$ cat src/rtl/uart_pkg.sv
// Shared definitions for the UART receive control slice: register map,
// CTRL/STATUS bit positions, drain FSM states and a STATUS packing helper.
package uart_pkg;

    localparam logic [1:0] UART_RX_REG_CLKDIV = 2'd0;
    localparam logic [1:0] UART_RX_REG_CTRL   = 2'd1;
    localparam logic [1:0] UART_RX_REG_STATUS = 2'd2;
    localparam logic [1:0] UART_RX_REG_DATA   = 2'd3;

    localparam int CTRL_RX_EN  = 0;
    localparam int CTRL_IRQ_EN = 1;
    localparam int CTRL_TH_LSB = 4;
    localparam int CTRL_TH_MSB = 7;

    localparam int ST_NOT_EMPTY = 0;
    localparam int ST_FULL      = 1;
    localparam int ST_OVERRUN   = 2;
    localparam int ST_TIMEOUT   = 3;
    localparam int ST_COUNT_LSB = 4;

    typedef enum logic {
        RXC_IDLE,
        RXC_ACK
    } rxc_state_e;

    function automatic logic [31:0] pack_status(
        input logic       not_empty,
        input logic       full,
        input logic       overrun,
        input logic       timeout,
        input logic [4:0] count
    );
        logic [31:0] s;
        s                    = '0;
        s[ST_NOT_EMPTY]      = not_empty;
        s[ST_FULL]           = full;
        s[ST_OVERRUN]        = overrun;
        s[ST_TIMEOUT]        = timeout;
        s[ST_COUNT_LSB +: 5] = count;
        return s;
    endfunction

endpackage

$ cat src/rtl/uart_rx_ctrl_if.sv
// Processor-side register bus of the UART receive controller.
// The CPU side uses the master modport, the controller the slave modport.
interface uart_rx_ctrl_if;

    logic [1:0]  bus_addr;
    logic        bus_wr;
    logic        bus_rd;
    logic [31:0] bus_wdata;
    logic [31:0] bus_rdata;

    modport master (
        output bus_addr,
        output bus_wr,
        output bus_rd,
        output bus_wdata,
        input  bus_rdata
    );

    modport slave (
        input  bus_addr,
        input  bus_wr,
        input  bus_rd,
        input  bus_wdata,
        output bus_rdata
    );

endinterface

$ cat src/rtl/uart_rx_fifo.sv
// Synchronous byte FIFO for the UART receive path. A push into a full FIFO
// is accepted only when a pop happens on the same edge.
module uart_rx_fifo #(
    parameter int DEPTH = 8
) (
    input  logic                   clk,
    input  logic                   rst,
    input  logic                   push,
    input  logic                   pop,
    input  logic [7:0]             wdata,
    output logic [7:0]             rdata,
    output logic                   full,
    output logic                   empty,
    output logic [$clog2(DEPTH):0] count
);

    localparam int AW = $clog2(DEPTH);

    logic [7:0]    mem [DEPTH];
    logic [AW-1:0] wr_ptr_q;
    logic [AW-1:0] rd_ptr_q;
    logic [AW:0]   count_q;
    logic          do_push;
    logic          do_pop;

    assign empty   = (count_q == '0);
    assign full    = (count_q == (AW+1)'(DEPTH));
    assign do_pop  = pop & ~empty;
    assign do_push = push & (~full | do_pop);
    assign rdata   = mem[rd_ptr_q];
    assign count   = count_q;

    // NOTE: the storage array is deliberately not reset; the pointers and count decide which entries are valid.
    always_ff @(posedge clk) begin
        if (do_push) begin
            mem[wr_ptr_q] <= wdata;
        end
    end

    // NOTE: non-blocking assignments so every update on this edge reads the pre-edge pointers and count.
    always_ff @(posedge clk or posedge rst) begin
        if (rst) begin
            wr_ptr_q <= '0;
            rd_ptr_q <= '0;
            count_q  <= '0;
        end else begin
            if (do_push) begin
                wr_ptr_q <= wr_ptr_q + AW'(1);
            end
            if (do_pop) begin
                rd_ptr_q <= rd_ptr_q + AW'(1);
            end
            case ({do_push, do_pop})
                2'b10:   count_q <= count_q + (AW+1)'(1);
                2'b01:   count_q <= count_q - (AW+1)'(1);
                default: count_q <= count_q;
            endcase
        end
    end

endmodule

$ cat src/rtl/uart_rx_ctrl.sv
// UART receive controller: baud/enable registers, receiver drain FSM, RX FIFO,
// status and level interrupt. Optional idle timeout: UART_RX_CTRL_TIMEOUT_EN.
module uart_rx_ctrl
    import uart_pkg::*;
#(
    parameter int          FIFO_DEPTH  = 8,
    parameter logic [31:0] CLK_DIV_RST = 32'd868
) (
    input  logic                 clk,
    input  logic                 rst,
    uart_rx_ctrl_if.slave        bus,
    output logic [31:0]          rxu_clk_div,
    output logic                 rxu_rst,
    output logic                 rxu_irq_en,
    input  logic                 rxu_irq,
    input  logic [7:0]           rxu_data,
    output logic                 rxu_read,
    output logic                 irq
);

    localparam int CW = $clog2(FIFO_DEPTH) + 1;

    rxc_state_e  state_q;
    rxc_state_e  state_d;
    logic        push_req;
    logic        read_d;
    logic        rxu_read_q;

    logic [31:0] clkdiv_q;
    logic        rx_en_q;
    logic        irq_en_q;
    logic        ovr_q;
    logic [31:0] rdata_q;
    logic [31:0] rd_mux;
    logic        irq_q;

    logic        fifo_full;
    logic        fifo_empty;
    logic [7:0]  fifo_head;
    logic [CW-1:0] fifo_count;
    logic [4:0]  count5;

    logic        wr_clkdiv;
    logic        wr_ctrl;
    logic        wr_status;
    logic        pop_ok;
    logic        push_ok;
    logic        overrun_set;
    logic        timeout_w;
    logic [31:0] ctrl_w;
    logic        irq_cause;

    assign wr_clkdiv   = bus.bus_wr && (bus.bus_addr == UART_RX_REG_CLKDIV);
    assign wr_ctrl     = bus.bus_wr && (bus.bus_addr == UART_RX_REG_CTRL);
    assign wr_status   = bus.bus_wr && (bus.bus_addr == UART_RX_REG_STATUS);
    assign pop_ok      = bus.bus_rd && (bus.bus_addr == UART_RX_REG_DATA) && !fifo_empty;
    assign push_ok     = push_req && (!fifo_full || pop_ok);
    assign overrun_set = push_req && fifo_full && !pop_ok;
    assign count5      = 5'(fifo_count);

    uart_rx_fifo #(
        .DEPTH (FIFO_DEPTH)
    ) u_fifo (
        .clk   (clk),
        .rst   (rst),
        .push  (push_req),
        .pop   (pop_ok),
        .wdata (rxu_data),
        .rdata (fifo_head),
        .full  (fifo_full),
        .empty (fifo_empty),
        .count (fifo_count)
    );

    // Drain FSM: take one byte per irq, then spend a cycle in ACK while the receiver drops irq.
    always_ff @(posedge clk or posedge rst) begin
        if (rst) begin
            state_q    <= RXC_IDLE;
            rxu_read_q <= 1'b0;
        end else begin
            state_q    <= state_d;
            rxu_read_q <= read_d;
        end
    end

    // NOTE: every signal written here gets a default first, so no path can infer a latch.
    always_comb begin
        state_d  = state_q;
        push_req = 1'b0;
        read_d   = 1'b0;
        case (state_q)
            RXC_IDLE: begin
                if (rxu_irq) begin
                    push_req = 1'b1;
                    read_d   = 1'b1;
                    state_d  = RXC_ACK;
                end
            end
            RXC_ACK: begin
                state_d = RXC_IDLE;
            end
            default: state_d = RXC_IDLE;
        endcase
        if (!rx_en_q) begin
            state_d  = RXC_IDLE;
            push_req = 1'b0;
            read_d   = 1'b0;
        end
    end

`ifdef UART_RX_CTRL_TIMEOUT_EN
    logic [3:0]  th_q;
    logic [3:0]  th_eff;
    logic [31:0] idle_cnt_q;
    logic [31:0] idle_limit;
    logic        idle_clr;
    logic        timeout_q;
    logic        timeout_set;

    assign th_eff      = (th_q == 4'd0) ? 4'd1 : th_q;
    assign idle_limit  = {clkdiv_q[29:0], 2'b00};
    assign idle_clr    = push_ok || pop_ok || fifo_empty;
    assign timeout_set = !idle_clr && (idle_cnt_q != idle_limit) &&
                         (idle_cnt_q + 32'd1 == idle_limit);
    assign timeout_w   = timeout_q;
    assign ctrl_w      = {24'd0, th_q, 2'b00, irq_en_q, rx_en_q};
    assign irq_cause   = ovr_q || (count5 >= {1'b0, th_eff}) || timeout_q;

    // Idle counter stops at the limit so the timeout fires once per idle stretch.
    always_ff @(posedge clk or posedge rst) begin
        if (rst) begin
            th_q       <= 4'd0;
            idle_cnt_q <= 32'd0;
            timeout_q  <= 1'b0;
        end else begin
            if (wr_ctrl) begin
                th_q <= bus.bus_wdata[CTRL_TH_MSB:CTRL_TH_LSB];
            end
            if (idle_clr) begin
                idle_cnt_q <= 32'd0;
            end else if (idle_cnt_q != idle_limit) begin
                idle_cnt_q <= idle_cnt_q + 32'd1;
            end
            if (timeout_set) begin
                timeout_q <= 1'b1;
            end else if (wr_status && bus.bus_wdata[ST_TIMEOUT]) begin
                timeout_q <= 1'b0;
            end
        end
    end
`else
    assign timeout_w = 1'b0;
    assign ctrl_w    = {30'd0, irq_en_q, rx_en_q};
    assign irq_cause = ovr_q || !fifo_empty;
`endif

    always_comb begin
        rd_mux = 32'd0;
        case (bus.bus_addr)
            UART_RX_REG_CLKDIV: rd_mux = clkdiv_q;
            UART_RX_REG_CTRL:   rd_mux = ctrl_w;
            UART_RX_REG_STATUS: rd_mux = pack_status(!fifo_empty, fifo_full, ovr_q,
                                                     timeout_w, count5);
            UART_RX_REG_DATA:   rd_mux = fifo_empty ? 32'd0 : {24'd0, fifo_head};
            default:            rd_mux = 32'd0;
        endcase
    end

    always_ff @(posedge clk or posedge rst) begin
        if (rst) begin
            clkdiv_q <= CLK_DIV_RST;
            rx_en_q  <= 1'b0;
            irq_en_q <= 1'b0;
            ovr_q    <= 1'b0;
            rdata_q  <= 32'd0;
            irq_q    <= 1'b0;
        end else begin
            if (wr_clkdiv) begin
                clkdiv_q <= bus.bus_wdata;
            end
            if (wr_ctrl) begin
                rx_en_q  <= bus.bus_wdata[CTRL_RX_EN];
                irq_en_q <= bus.bus_wdata[CTRL_IRQ_EN];
            end
            // A new overrun beats a simultaneous W1C.
            if (overrun_set) begin
                ovr_q <= 1'b1;
            end else if (wr_status && bus.bus_wdata[ST_OVERRUN]) begin
                ovr_q <= 1'b0;
            end
            if (bus.bus_rd) begin
                rdata_q <= rd_mux;
            end
            irq_q <= irq_en_q && irq_cause;
        end
    end

    assign bus.bus_rdata = rdata_q;
    assign rxu_clk_div   = clkdiv_q;
    assign rxu_rst       = rst | ~rx_en_q;
    assign rxu_irq_en    = 1'b1;
    assign rxu_read      = rxu_read_q;
    assign irq           = irq_q;

endmodule

$ cat src/flat_wrapper.sv
// flat-port wrapper written by rule: the top's interface ports become plain ports
module uart_rx_ctrl_flat import uart_pkg::*;
#(
    parameter int          FIFO_DEPTH  = 8,
    parameter logic [31:0] CLK_DIV_RST = 32'd868
)
  (clk, rst, rxu_clk_div, rxu_rst, rxu_irq_en, rxu_irq, rxu_data, rxu_read, irq, bus_bus_addr, bus_bus_wr, bus_bus_rd, bus_bus_wdata, bus_bus_rdata);
  uart_rx_ctrl_if bus_i ();
  input  logic clk;
  input  logic rst;
  output logic [31:0] rxu_clk_div;
  output logic rxu_rst;
  output logic rxu_irq_en;
  input  logic rxu_irq;
  input  logic [7:0] rxu_data;
  output logic rxu_read;
  output logic irq;
  input wire logic [$bits(bus_i.bus_addr)-1:0] bus_bus_addr;
  input wire logic [$bits(bus_i.bus_wr)-1:0] bus_bus_wr;
  input wire logic [$bits(bus_i.bus_rd)-1:0] bus_bus_rd;
  input wire logic [$bits(bus_i.bus_wdata)-1:0] bus_bus_wdata;
  output wire logic [$bits(bus_i.bus_rdata)-1:0] bus_bus_rdata;
  assign bus_i.bus_addr = bus_bus_addr;
  assign bus_i.bus_wr = bus_bus_wr;
  assign bus_i.bus_rd = bus_bus_rd;
  assign bus_i.bus_wdata = bus_bus_wdata;
  assign bus_bus_rdata = bus_i.bus_rdata;
  uart_rx_ctrl #(.FIFO_DEPTH(FIFO_DEPTH), .CLK_DIV_RST(CLK_DIV_RST)) u_core (.clk(clk), .rst(rst), .bus(bus_i), .rxu_clk_div(rxu_clk_div), .rxu_rst(rxu_rst), .rxu_irq_en(rxu_irq_en), .rxu_irq(rxu_irq), .rxu_data(rxu_data), .rxu_read(rxu_read), .irq(irq));
endmodule
$ cat config.mk
export PLATFORM = sky130hd
export DESIGN_NAME = uart_rx_ctrl_flat
export DESIGN_NICKNAME = d
export VERILOG_FILES = /design/src/rtl/uart_pkg.sv /design/src/rtl/uart_rx_ctrl_if.sv /design/src/rtl/uart_rx_fifo.sv /design/src/rtl/uart_rx_ctrl.sv /design/src/flat_wrapper.sv
export SDC_FILE = /design/constraint.sdc
export NUM_CORES = 1
export LEC_CHECK = 0
export ABC_CLOCK_PERIOD_IN_PS = 5900
export CORE_UTILIZATION = 35
export DETAILED_ROUTE_END_ITERATION = 7
export PLACE_DENSITY_LB_ADDON = 0.2
export SLEW_MARGIN = 0
export SYNTH_ARGS = -nofsm -noshare
export SYNTH_HDL_FRONTEND = slang
export SYNTH_SLANG_ARGS = --single-unit
$ cat constraint.sdc
create_clock -name clk -period 5.9 [get_ports clk]
set_clock_uncertainty 0.15 [all_clocks]
set_input_delay 1.18 -clock clk [delete_from_list [all_inputs] [get_ports clk]]
set_output_delay 1.18 -clock clk [all_outputs]
set_load 0.02 [all_outputs]
==> out/results.tsv <==
stage	metric	value	unit
status	run status	complete, no violations	
route	Vias/cell	4.83	
cells_and_area	Antenna diodes	0	
cells_and_area	fill count	1388	
clocking	Num Clock Sinks	143	
timing	fmax	263	MHz
floorplan	I/O pin total	115	
clocking	htree depth	4	
synthesis	Post-Syn Instances	412	
route	DRT antenna net count	0	
synthesis	Seq cells post-synth	143	
timing	Hold Vio Cnt, Final	0	
cells_and_area	Layout Nets	577	
clocking	clock buffer count from CTS	17	
route	via count	3653	
global_routing	global-route wire length before repair	20000	um
timing	setup TNS after final layout	0	ps
timing	Final Max Slew Viols	0	
synthesis	synth top area cells	edfxtp_1, dfrtp_1, mux2_2, mux2i_1, mux4_2	
floorplan	std cell rows	46	
clocking	hold_buf cts	0	
synthesis	post-synth net total	462	
route	met3 wire len	888	um
synthesis	async set-reset flop share out of synthesis	55.2	%
power	Net Switching	918	uW
setup_path	Startpoint Class	primary input	
power	Sw Ratio	30.0	%
timing	Worst Hold Slack	355	ps
setup_path	crit path cell chain	clkdlybuf4s50_1 -> nand3_1 -> a31oi_1 -> nand2_1 -> nor3_1	
clocking	CTS tree	built	
synthesis	top_reg_cell synth	dfrtp_1	
clocking	clock latency on the worst-skew pair	420	ps
global_routing	vias in the first global route	3738	
synthesis	EDFF count, synth	64	
synthesis	Synth Warn #	0	
power	pwr dens	399	nW/um^2
run	Max-Cap Viols	0	
global_routing	GRT overflow	0	
synthesis	most frequent cell after synthesis	dfrtp_1	
floorplan	Total Die Area	17100	sq um
floorplan	Initial Util	36.1	%
global_routing	largest net degree at the start of global routing	80	
setup_path	CP required	5790	ps
power	Flop pwr share	44.8	%
global_routing	gr usage total	16.1	%
timing	crit path time final	3810	ps
synthesis	synthesized area	5800	sq um
setup_path	Worst Path Buf+Inv	1	
power	clock power share	32.0	%
synthesis	sequential element share of the synthesized area	67.3	%
power	Pint	2150	uW
route	max layer used	met4	
timing	Slew @ Worst Pin	1180	ps
cells_and_area	share of layout cells above drive strength 1	17.0	%
synthesis	syn avg cell area	14.1	sq um
setup_path	slowest stage delay, CP	820	ps
route	Residual DRC	0	
power	Gate power share	23.2	%
route	WL final	12900	um
place	RD Place Congestion	0.748	
power	Leak Pwr	0.00290	uW
power	Worst VDD drop	0.219	mV
synthesis	list of most frequent post-synthesis cells	dfrtp_1, edfxtp_1, nand2_1	
route	Wirelength per Cell	17.0	um
clocking	Resized Gates After CTS	0	
hold_path	HP Class	reg -> reg	
setup_path	crit end category	flip-flop	
synthesis	top cell type's share of synthesized area	33.1	%
synthesis	Distinct cells, synth	43	
floorplan	core area	16100	sq um
clocking	# Post-CTS Setup Buffers	0	
setup_path	critical setup path kind	in -> reg	
place	port bufs	113	
cells_and_area	synthesis-to-finish area growth	32.5	%
setup_path	Worst EP arrival	3690	ps
route	WL met2	5930	um
route	wl on met1	5890	um
floorplan	die width	131	um
setup_path	CP Max Fanout	16	
timing	Finish-stage setup viols	0	
timing	Max-slew headroom	21.4	%
clocking	CTS Root Buffer Type	clkbuf_16	
synthesis	Synth area leader	edfxtp_1	
clocking	clock slew at reported path FFs	60	ps
timing	fraction of the cycle the final worst path needs	64.5	%
setup_path	Slowest cell on crit path	clkdlybuf4s50_1	
route	First-pass DRT Iterations	4	
power	Tot Pwr	3070	uW
floorplan	Chip Height	131	um
timing	RSZ-0062 raised after global routing	false	
setup_path	CP top delay family	simple AND/OR/NAND/NOR gates	
place	Detail Placement HPWL	9130	um
clocking	CTS max path bufs	2	
route	DR iter-0 viols	229	
global_routing	initial antenna violation count	0	
-- worst paths after layout --
path	to	slack, ps	cells after the start	from
setup reg to reg	u_core.u_fifo.mem[4][3]	3190	4	u_core.rxu_read
hold reg to reg	u_core.bus.bus_rdata[12]	360	2	u_core.rxu_clk_div[12]
hold / removal	u_core.bus.bus_rdata[12]	360	2	u_core.rxu_clk_div[12]
max in group asynchronous	u_core.u_fifo.wr_ptr_q[2]	3660	3	rst
setup / recovery	u_core.u_fifo.mem[4][3]	2090	5	bus_bus_addr[1]
min in group asynchronous	u_core.bus.bus_rdata[2]	1280	3	rst
-- power groups by stage --
stage / combinational [uW] / clock [uW] / sequential (uW)
after floorplan: 426 / 0 / 1380
after global placement: 707 / 0 / 1390
after detailed placement: 717 / 0 / 1390
after CTS: 720 / 1010 / 1370
after global routing: 779 / 1050 / 1400
final: 710 / 982 / 1370
-- cell type report --
| class | count | area, sq um | share of cell area [%] |
|---|---|---|---|
| Sequential cell | 143 | 3910 | 50.8 |
| Clock buffer | 18 | 429 | 5.58 |
| Multi-Input combinational cell | 222 | 1710 | 22.2 |
| Clock inverter | 14 | 116 | 1.51 |
| Tap cell | 216 | 270 | 3.52 |
| Inverter | 26 | 98.8 | 1.29 |
| Timing Repair Buffer | 117 | 1160 | 15.1 |
-- cells in the final DEF (no fill, tap or decap), types with 5 or more instances in the layout --
master / count
clkdlybuf4s50_1: 113
dfrtp_1: 74
edfxtp_1: 64
nand2_1: 38
mux2_2: 35
o21ai_0: 31
mux2i_1: 26
inv_1: 25
clkbuf_16: 17
nor2_1: 12
mux4_2: 8
a22oi_1: 8
nor2b_1: 7
xnor2_1: 6
clkinv_2: 6
nand2b_1: 5
o22ai_1: 5
a31oi_1: 5
nor3_1: 5
dfstp_2: 5
-- registers in the layout, summed over array words and instances (netlist names) --
signal	flops
u_core.u_fifo.mem	64
u_core.bus.bus_rdata	32
u_core.rxu_clk_div	32
u_core.u_fifo.count	4
u_core.u_fifo.rd_ptr_q	3
u_core.u_fifo.wr_ptr_q	3
u_core.irq	1
u_core.irq_en_q	1
u_core.ovr_q	1
u_core.rx_en_q	1
u_core.rxu_read	1
-- routing by layer --
metal	vias to the layer above	GRT usage, %
met5	-	0
met1	1795	21.0
met2	135	25.2
li1	1709	-
met3	14	4.64
met4	0	6.22
-- metrics by stage --
stage               worst slack (ps)  utilization, %  instance area (sq um)  std cells
finish                          2090            47.9                   7690        756
global route                    1770            47.9                   7690        756
CTS                             2060            47.9                   7690        756
detailed placement              1610            44.5                   7140        724
global placement                1730            44.5                   7140        724
floorplan                       1260               -                   5800        412
-- worst min-delay path: cells and delay by family (launching register included) --
family,cells,cell delay [ps]
DFF,1,360
AOI/OAI and AO/OA,1,60
and+or+nand+nor,1,50
-- cells by family after synthesis --
| family | Yosys count | share of synthesized area, % |
|---|---|---|
| other | 1 | 0.0646 |
| DFF | 143 | 67.3 |
| xor gates and xnor gates | 7 | 1.06 |
| adders and majority gates | 3 | 0.647 |
| muxes | 70 | 14.6 |
| and+or+nand+nor | 82 | 6.77 |
| buffers and inverters | 47 | 3.38 |
| AOI/OAI and AO/OA | 59 | 6.17 |
Note: power is estimated with default switching activity, not from simulation.
